### src/rtl/fetch_insn_queue.sv
// Instruction queue between fetch and decode: buffers fetched instructions with
// their branch-prediction metadata and presents them in program order.

`ifndef M_WIDTH
`define M_WIDTH 32
`endif
`ifndef LG_PHT_SZ
`define LG_PHT_SZ 10
`endif

module fetch_insn_queue #(
  parameter int unsigned LG_DEPTH = 3,
  parameter int unsigned AF_SLACK = 2
) (
  input  logic                    clk,
  input  logic                    reset,
  input  logic                    flush,
  input  logic                    in_valid,
  output logic                    in_ready,
  input  logic [31:0]             in_insn,
  input  logic [`M_WIDTH-1:0]     in_pc,
  input  logic                    in_pred,
  input  logic [`LG_PHT_SZ-1:0]   in_pht_idx,
  input  logic [`M_WIDTH-1:0]     in_pred_target,
  output logic                    out_valid,
  input  logic                    out_ready,
  output logic [31:0]             out_insn,
  output logic [`M_WIDTH-1:0]     out_pc,
  output logic                    out_pred,
  output logic [`LG_PHT_SZ-1:0]   out_pht_idx,
  output logic [`M_WIDTH-1:0]     out_pred_target,
  output logic                    almost_full,
  output logic [LG_DEPTH:0]       occupancy
);

  localparam int unsigned DEPTH  = 1 << LG_DEPTH;
  localparam int unsigned PTR_W  = LG_DEPTH + 1;
  localparam int unsigned AF_LVL = DEPTH - AF_SLACK;

  typedef struct packed {
    logic [31:0]           insn;
    logic [`M_WIDTH-1:0]   pc;
    logic                  pred;
    logic [`LG_PHT_SZ-1:0] pht_idx;
    logic [`M_WIDTH-1:0]   pred_target;
  } entry_t;

  entry_t             mem [DEPTH];
  logic [PTR_W-1:0]   head;
  logic [PTR_W-1:0]   tail;
  logic               empty;
  logic               full;
  logic               push;
  logic               pop;
  entry_t             wr_entry;
  entry_t             head_entry;

  // Full/empty come from registered pointers only, so in_ready never sees out_ready.
  assign empty = (head == tail);
  assign full  = (head[LG_DEPTH-1:0] == tail[LG_DEPTH-1:0]) &&
                 (head[LG_DEPTH] != tail[LG_DEPTH]);

  assign in_ready  = !full;
  assign out_valid = !empty;

  // Flush voids any handshake that coincides with it.
  assign push = in_valid && in_ready && !flush;
  assign pop  = out_valid && out_ready && !flush;

  assign wr_entry = '{insn:        in_insn,
                      pc:          in_pc,
                      pred:        in_pred,
                      pht_idx:     in_pht_idx,
                      pred_target: in_pred_target};

  // Pointer state; the wrap bit rolls over naturally.
  always_ff @(posedge clk or posedge reset) begin
    if (reset) begin
      head <= '0;
      tail <= '0;
    end else if (flush) begin
      head <= '0;
      tail <= '0;
    end else begin
      if (push) tail <= tail + PTR_W'(1);
      if (pop)  head <= head + PTR_W'(1);
    end
  end

  // Storage is not reset; contents past the pointers are never observed.
  always_ff @(posedge clk) begin
    if (push) mem[tail[LG_DEPTH-1:0]] <= wr_entry;
  end

  // Head read is masked to zero while empty so stale storage never leaks out.
  always_comb begin
    head_entry = '0;
    if (!empty) head_entry = mem[head[LG_DEPTH-1:0]];
  end

  assign out_insn        = head_entry.insn;
  assign out_pc          = head_entry.pc;
  assign out_pred        = head_entry.pred;
  assign out_pht_idx     = head_entry.pht_idx;
  assign out_pred_target = head_entry.pred_target;

  assign occupancy   = tail - head;
  assign almost_full = (occupancy >= PTR_W'(AF_LVL));

endmodule

### config.mk
export PLATFORM = sky130hd
export DESIGN_NAME = fetch_insn_queue
export DESIGN_NICKNAME = d
export VERILOG_FILES = /design/src/rtl/fetch_insn_queue.sv
export SDC_FILE = /design/constraint.sdc
export NUM_CORES = 1
export LEC_CHECK = 0
export CAP_MARGIN = 20
export CELL_PAD_IN_SITES_DETAIL_PLACEMENT = 0
export CELL_PAD_IN_SITES_GLOBAL_PLACEMENT = 1
export CORE_ASPECT_RATIO = 1.25
export CORE_MARGIN = 1.5
export CORE_UTILIZATION = 50
export CTS_BUF_LIST = sky130_fd_sc_hd__clkbuf_8
export DETAILED_ROUTE_END_ITERATION = 12
export GPL_ROUTABILITY_DRIVEN = 0
export PLACE_DENSITY = 0.81
export SYNTH_ARGS = -nofsm -noshare
export SYNTH_HDL_FRONTEND = slang
export SYNTH_SLANG_ARGS = --single-unit
### constraint.sdc
create_clock -name clk -period 13.7 [get_ports clk]
set_clock_uncertainty 0.1 [all_clocks]
set_input_delay 2.74 -clock clk [delete_from_list [all_inputs] [get_ports clk]]
set_output_delay 2.74 -clock clk [all_outputs]
set_load 0.05 [all_outputs]
* Yosys cells after proc, flatten, opt, wreduce, memory -nomap -nowiden *
Memories as Yosys holds them, arrays and structs flattened.
Cells that the tools add are included.

cells by class
  $add $sub $neg = 3
  multipliers = 0
  div/mod/pow operators = 0
  magnitude comparators = 1
  equality and inequality tests = 3
  shift-type cells = 0
  mux-type cells = 7
  bitwise logic cells = 0
  reductions and logical operators = 10

operators with widths
  kind                   count
  $mux W107              1
  $mux W4                4
  $add A4 B1 Y4 const B  2
  $logic_and A1 B1 Y1    5
  $eq A4 B4 Y1           1
  $ge A4 B3 Y1 const B   1
  $reduce_bool A2 Y1     2
  $sub A4 B4 Y4          1
  $eq A3 B3 Y1           1
  $logic_not A1 Y1       3
  $mux W1                2
  $ne A1 B1 Y1           1

storage, ports and cells
  register bits = 8
  bits in latches = 0
  RAM bits = 856
  bits in read-only memories = 0
  input port bits = 112
  output and inout port bits = 114
  word-level logic and storage cells = 27
  memories = 1

memories
  name  words  width  rd ports  clocked after Yosys merged registers in  wr ports  line  text
  mem   8      107    1         0                                        1         48    entry_t mem [DEPTH];

* Longest topological paths before layout *
Gate-level depths: netlist (run 1).

  depth after elaboration = 7
  gate-level depth with buffers = 11
  mapped depth without buffers = 6

* Least setup slack after synthesis (run 1) *
OpenSTA, ideal clock, no wires.

  path type = input -> register
  start = input port flush
  end = memory mem[4][0] (netlist bit), enable pin
  setup time = 0.703 ns
  arrival time = 10.282 ns
  required time = 12.897 ns
  path slack = 2.615 ns
  stages on the path = 3
  buffers on the path = 0
  cell sequence = nor2b_1 > o211ai_1 > nor3_1

on the way
  word-level cells in the longest chain between the ends = 4

RTL lines
  what                           line  text
  start: declaration             17    input logic flush,
  $logic_not A1 Y1               67    assign push = in_valid && in_ready && !flush;
  $logic_and A1 B1 Y1            67
  $mux W1                        92    if (push) mem[tail[LG_DEPTH-1:0]] <= wr_entry;
  $mux W1 (implied by the code)  92
  end: declaration               48

Every way passes these cells.

* Worst setup path after layout (run 1) *
  start = register head[1]
  end = output port out_insn[26]

on the way
  word-level cells in the longest chain between the ends = 2
  elaborated cells between the ends (all ways) = 3
  classes of those cells = eq/ne (1); mux (1); memory (1)

RTL lines
  what                                                    line  text
  start: declaration                                      49    logic [PTR_W-1:0] head;
  start signal: assignment                                86    if (pop) head <= head + PTR_W'(1);
  $mem_v2 Z8 W107 / $eq A4 B4 Y1 (equally long branches)  n/a
  $mux W107 (*)                                           98    if (!empty) head_entry = mem[head[LG_DEPTH-1:0]];
  end: declaration                                        27    output logic [31:0] out_insn,

Every way passes the cells marked *; elsewhere a longest branch is shown, timed or not.

==> metrics.cfg, run 1 <==
[outcome]
outcome = finished clean

[timing]
timing.fmax_ghz = 0.124
grt_setup_unrepaired = false
setup_viol = 0
slew_violations = 0
setup_tns_ps = 0
finalHoldViolations = 0
worst_pin_slew_ps = 1020
slew-limit-headroom_pct = 31.8
period_share_pct = 58.7
min_period_ps = 8040

[floorplan]
die-area_mm2 = 0.0666
fp-row-count = 104
core_area_mm2 = 0.0644
die_w_um = 231
io_pins = 226
dieHeight_um = 288
initial_core_util_pct = 50.5

[grt]
grt_start_max_net_pins = 111
antenna_found_initial = 5
grt_pass1_vias = 15967
grt_overflow_total = 0
grt_util_all_layers_pct = 20.3
grt_pass1_wl_mm = 98.6

[clocking]
cts_buffers = 130
cts.clk_slew.worst_paths_ps = 60
cts_buffer_depth = 3
clk-insertion-delay-late_ps = 750
cts_resized = 0
cts_sinks = 864
cts-root-buf = clkbuf_8
htree_levels = 4
cts.hold.buffers_added = 0
postCtsSetupRepairBufs = 0
cts_tree = done

[detailed_routing]
num_vias = 15037
wl_per_cell_um = 25.6
ant_nets = 0
avgViaCountPerCell = 5.79
first_iter_violations = 1156
dr.pass1.iters = 5
totalWireLength_mm = 66.3
drc = 0

[layout]
syn_to_final_growth_pct = 17.5
postLayoutCellArea_mm2 = 0.0382
nets = 1759
fin_cells = 2595
fin_util_pct = 59.3
drive_above_1_share_pct = 24.2

[place]
dp_cells = 2357
place.port_buffers = 225
post_dp_cell_area_mm2 = 0.0358
place_hpwl_mm = 34.6

[critical_path]
start_kind = flop
max_stage_delay_ps = 860
required_ps = 10860
cp.arrival_ps = 5200
cp_cell_sequence = inv_1 > ha_1 > and3_1 > a21oi_4 > buf_4 > buf_4 > a22o_1 > clkdlybuf4s50_1
path_max_fanout = 61
critPathCaptureType = output pin
critical_path_class = reg2out
cp_common_cell = buf_4
crit_slowest_cell = dfrtp_4

[flow_run]
maxCapViolCount = 0

[synth]
yosysTopAreaCell = edfxtp_1
ys.warnings.count = 0
syn-num-nets = 1450
yosysSeqAreaShare_pct = 79.7
synth.area.top_cells = edfxtp_1 79%, mux4_2 15%, a22o_1 2.9%
ys_ff_latch = 864
synthArstFlopShare_pct = 0.926
syn_inst = 1332
synth_top_area_share_pct = 79.1
syn_area_per_cell_um2 = 24.4
synth_edf_count = 856
synth_area_mm2 = 0.0325
synth.distinct_cells = 31
synth_ff_type = edfxtp_1

[pwr]
vdd_ir_drop_max_v = 0.000128
p_leak_nw = 12.0
p_per_area_mw_per_mm2 = 160

[hold_path]
worstHoldPathType = reg2reg

cells by family after synthesis:
logic type	share of synthesized area, %
xor+xnor	0.104
simple gates	0.489
mux	15.0
flops	79.7
buf+inv	1.14
compound gates	3.28
fa+ha+maj	0.254
worst max-delay path, delay by kind of cell, from the launching register on:
| family | cells | cell delay, ps |
|---|---|---|
| buffers and inverters | 4 | 2280 |
| adders and majority gates | 1 | 360 |
| and+or+nand+nor | 1 | 300 |
| DFF | 1 | 860 |
| AOI/OAI and AO/OA | 2 | 460 |
synthesized netlist by cell type (2+ instances only):
| library cell | n |
|---|---|
| a22o_1 | 107 |
| nand2_1 | 8 |
| inv_1 | 8 |
| ha_1 | 5 |
| dfrtp_1 | 8 |
| mux4_2 | 214 |
| buf_2 | 31 |
| o211ai_1 | 2 |
| edfxtp_1 | 856 |
| nand4_1 | 2 |
| a21oi_1 | 6 |
| nor2b_1 | 4 |
| buf_1 | 2 |
| a21oi_4 | 2 |
| and3_1 | 2 |
| clkbuf_1 | 33 |
| nor2_1 | 15 |
| a21boi_0 | 2 |
| o31ai_1 | 2 |
| mux2_2 | 6 |
| buf_6 | 2 |
| nor3_1 | 2 |
| buf_4 | 4 |
| o2111ai_1 | 2 |
per-layer routing:
| metal | track usage (%) | part of all wire, % | vias up |
|---|---|---|---|
| met5 | 0 | 0.035 | - |
| met3 | 4.51 | 5.8 | 115 |
| li1 | - | - | 6419 |
| met1 | 26.2 | 40 | 8008 |
| met4 | 7.78 | 2.3 | 4 |
| met2 | 34.0 | 52 | 491 |
cell type report:
type                       instances  area (µm²)
tap                              848        1060
timing repair buffer             249        2470
multi-input combinational        388        6280
antenna                            3        7.51
clock buffer                     132        1820
sequential                       864       25900
fill                            4555       26200
inverter                           8        30.0
clock inverter                   103         618
registers in the layout, summed over array words and instances (netlist names):
signal / cells
mem: 856
head: 4
tail: 4
report_power, final:
group	leakage, nW	total [W]	internal, W	switching, W
logic	2.80	0.00116	0.000458	0.000701
clock network	1.38	0.00196	0.00102	0.000946
registers	7.84	0.00297	0.00295	0.0000269
stage by stage:
stage	setup slack [ps]	total power, W	hold slack, ps
2_1_floorplan	2620	0.00383	562
3_3_place_gp	6570	0.00419	588
3_5_place_dp	6460	0.00420	616
4_1_cts	5600	0.00617	626
5_1_grt	5460	0.00632	646
6_report	5660	0.00610	617
final timing paths:
check / start / end / slack (ps) / cells past startpoint
min in group asynchronous: reset / head[1] / 2170 / 2
max in group asynchronous: reset / head[0] / 11020 / 2
hold / removal: head[3] / head[3] / 620 / 2
setup / recovery: head[1] / out_insn[26] / 5660 / 8
setup reg to reg: head[1] / mem[3][91] / 9430 / 7
hold reg to reg: head[3] / head[3] / 620 / 2
placed cells by master (no fill, tap or decap), drive strengths merged:
cell / count
a21boi: 2
a21oi: 8
a22o: 107
and3: 2
buf: 24
bufinv: 6
clkbuf: 132
clkdlybuf4s50: 225
clkinv: 51
clkinvlp: 4
dfrtp: 8
diode: 3
edfxtp: 856
fa: 1
ha: 5
inv: 50
mux2: 6
mux4: 214
nand2: 8
nand3: 1
nand3b: 1
nand4: 2
nor2: 15
nor2b: 4
nor3: 2
o2111ai: 2
o211ai: 2
o21ai: 1
o31ai: 2
xnor2: 2
xor2: 1
(Power assumes the default switching activity.)
==> inputs of run 2 (changes only) <==
CORE_UTILIZATION = 49   (was 50)
PLACE_DENSITY = 0.83   (was 0.81)
clock period = 7.2 ns   (was 13.7 ns; I/O delays follow)
==> run 2 against run 1 <==
Effect of this change: routed wire length up 1.3%; die area grew 2.0%; worst setup slack worse by 4600 ps; total power rose by 90%; critical path depth decreased by 3; sequential share of layout area fell by 0.23 points; non-clock buffer count up 3; hold slack gained 9.5 ps; final cell count rose by 0.42%; global-route usage about the same; combinational power grew 93%; largest power group unchanged; highest routed layer unchanged.
==> metrics.cfg, run 2 (synthesis gave the netlist of run 1 again) <==
[clocking]
cts_buffer_depth = 3  ; unchanged
cts_tree = done
cts-root-buf = clkbuf_8
cts_sinks = 864  ; unchanged
cts_buffers = 132  ; +1.5%
postCtsSetupRepairBufs = 0  ; unchanged
cts_resized = 0  ; unchanged
cts.hold.buffers_added = 0  ; unchanged
cts.clk_slew.worst_paths_ps = 70  ; about the same
clk-insertion-delay-late_ps = 770  ; +20 ps
htree_levels = 4  ; unchanged

[critical_path]
start_kind = flop
critical_path_class = reg2out
worstSetupStartpoint = head[1]
path_max_fanout = 73  ; +20%
critPathCaptureType = output pin
r2r-start = head[1]
cp.arrival_ps = 4630  ; -570 ps
required_ps = 5660  ; -5200 ps

[layout]
nets = 1764  ; +0.28%
largest_reg_flops = 856  ; unchanged
layout_common_cells = 856 x edfxtp_1, 225 x clkdlybuf4s50_1, 214 x mux4_2
drive_above_1_share_pct = 23.8  ; -0.38 points
final_common_cell = edfxtp_1
syn_to_final_growth_pct = 17.9

[detailed_routing]
totalWireLength_mm = 67.2  ; +1.3%
dr.pass1.iters = 5  ; unchanged
avgViaCountPerCell = 5.80  ; about the same
drc = 0  ; unchanged
wl_per_cell_um = 25.8  ; +0.85%
first_iter_violations = 1205  ; +4.2%
ant_nets = 0  ; unchanged
num_vias = 15113  ; +0.51%

[hold_path]
hp-start = tail[3]
worstHoldPathType = reg2reg

[timing]
period_share_pct = 85.7
grt_setup_unrepaired = false
timing.fmax_ghz = 0.162
min_period_ps = 6170
worst_pin_slew_ps = 1080  ; +54.6 ps
slew_violations = 0  ; unchanged
finalHoldViolations = 0  ; unchanged
setup_viol = 0  ; unchanged
setup_tns_ps = 0  ; unchanged
hold-worst-slack_ps = 627  ; +9.52 ps
setup_ws_ps = 1030  ; -4620 ps
slew-limit-headroom_pct = 28.2  ; -3.6 points

[place]
place_hpwl_mm = 35.0  ; +1.1%
place.port_buffers = 225  ; unchanged
pre_cts_slack_ps = 1770  ; -4690 ps

[grt]
antenna_found_initial = 7  ; +2
grt_start_max_net_pins = 119  ; +7.2%
grt_pass1_wl_mm = 101  ; +2.2%
grt_pass1_vias = 16243  ; +1.7%
grt_overflow_total = 0  ; unchanged
grt_util_all_layers_pct = 20.4  ; +0.035 points

[floorplan]
io_pins = 226  ; unchanged
fp-row-count = 105  ; +0.96%
dieHeight_um = 291  ; +1.0%
die_w_um = 233  ; +1.0%
die-area_mm2 = 0.0679  ; +2.0%
initial_core_util_pct = 49.5  ; -0.98 points
core_area_mm2 = 0.0657  ; +2.0%

[pwr]
vdd_ir_drop_max_v = 0.000212  ; +66%
p_leak_nw = 12.0  ; +0.13%
p_per_area_mw_per_mm2 = 302  ; +89%

[flow_run]
maxCapViolCount = 0  ; unchanged

[outcome]
outcome = finished clean

-- run 2: critical path, cell delays in order, from the launching register on --
cell and delay (ps):
dfrtp_4 760, buf_4 900, buf_4 680, mux4_2 430, a22o_1 270, clkdlybuf4s50_1 710
-- run 2: worst paths after layout --
check,slack (ps),endpoint,cells after the start
setup / recovery,1030,out_pc[7],5
hold / removal,630,tail[3],2
setup reg to reg,3550,mem[5][46],6
hold reg to reg,630,tail[3],2
max in group asynchronous,5810,head[0],2
min in group asynchronous,880,head[2],2
-- run 2: report_power, final --
group          switching [W]  internal (W)
combinational        0.00137      0.000875
clock                0.00185       0.00185
sequential         0.0000265       0.00561
total                0.00325       0.00833
-- run 2: metrics by stage --
step | std cells | area [µm²] | power (W) | utilization [%]
final | 2606 | 38300 | 0.0116 | 58.4
after global routing | 2606 | 38300 | 0.0120 | 58.4
after CTS | 2602 | 38300 | 0.0117 | 58.3
after detailed placement | 2367 | 35900 | 0.00801 | 54.6
after global placement | 2367 | 35900 | 0.00799 | 54.6
after floorplan | 1332 | 32500 | 0.00729 | -
-- run 2: metal layers --
| metal | routed length [µm] | vias up | part of all wire (%) | GRT usage (%) |
|---|---|---|---|---|
| li1 | - | 6452 | - | - |
| met1 | 26300 | 8028 | 39 | 25.9 |
| met2 | 35200 | 539 | 52 | 34.5 |
| met3 | 4510 | 86 | 6.7 | 5.20 |
| met4 | 1090 | 8 | 1.6 | 6.12 |
| met5 | 52 | - | 0.077 | 0 |
-- run 2: layout make-up --
| class | count | area, µm² |
|---|---|---|
| flip-flops and latches | 864 | 25900 |
| inverters | 8 | 30.0 |
| clock buffers | 132 | 1820 |
| fillers | 4683 | 27400 |
| well taps | 856 | 1070 |
| diodes | 3 | 7.51 |
| clock inverters | 103 | 597 |
| multi-input cells | 388 | 6300 |
| repair buffers | 252 | 2600 |
==> inputs of run 3 (changes only) <==
CTS_CLUSTER_SIZE = 30   (was default)
==> results of run 3 <==
The final DEF is identical to that of run 2; final timing and power are the same.
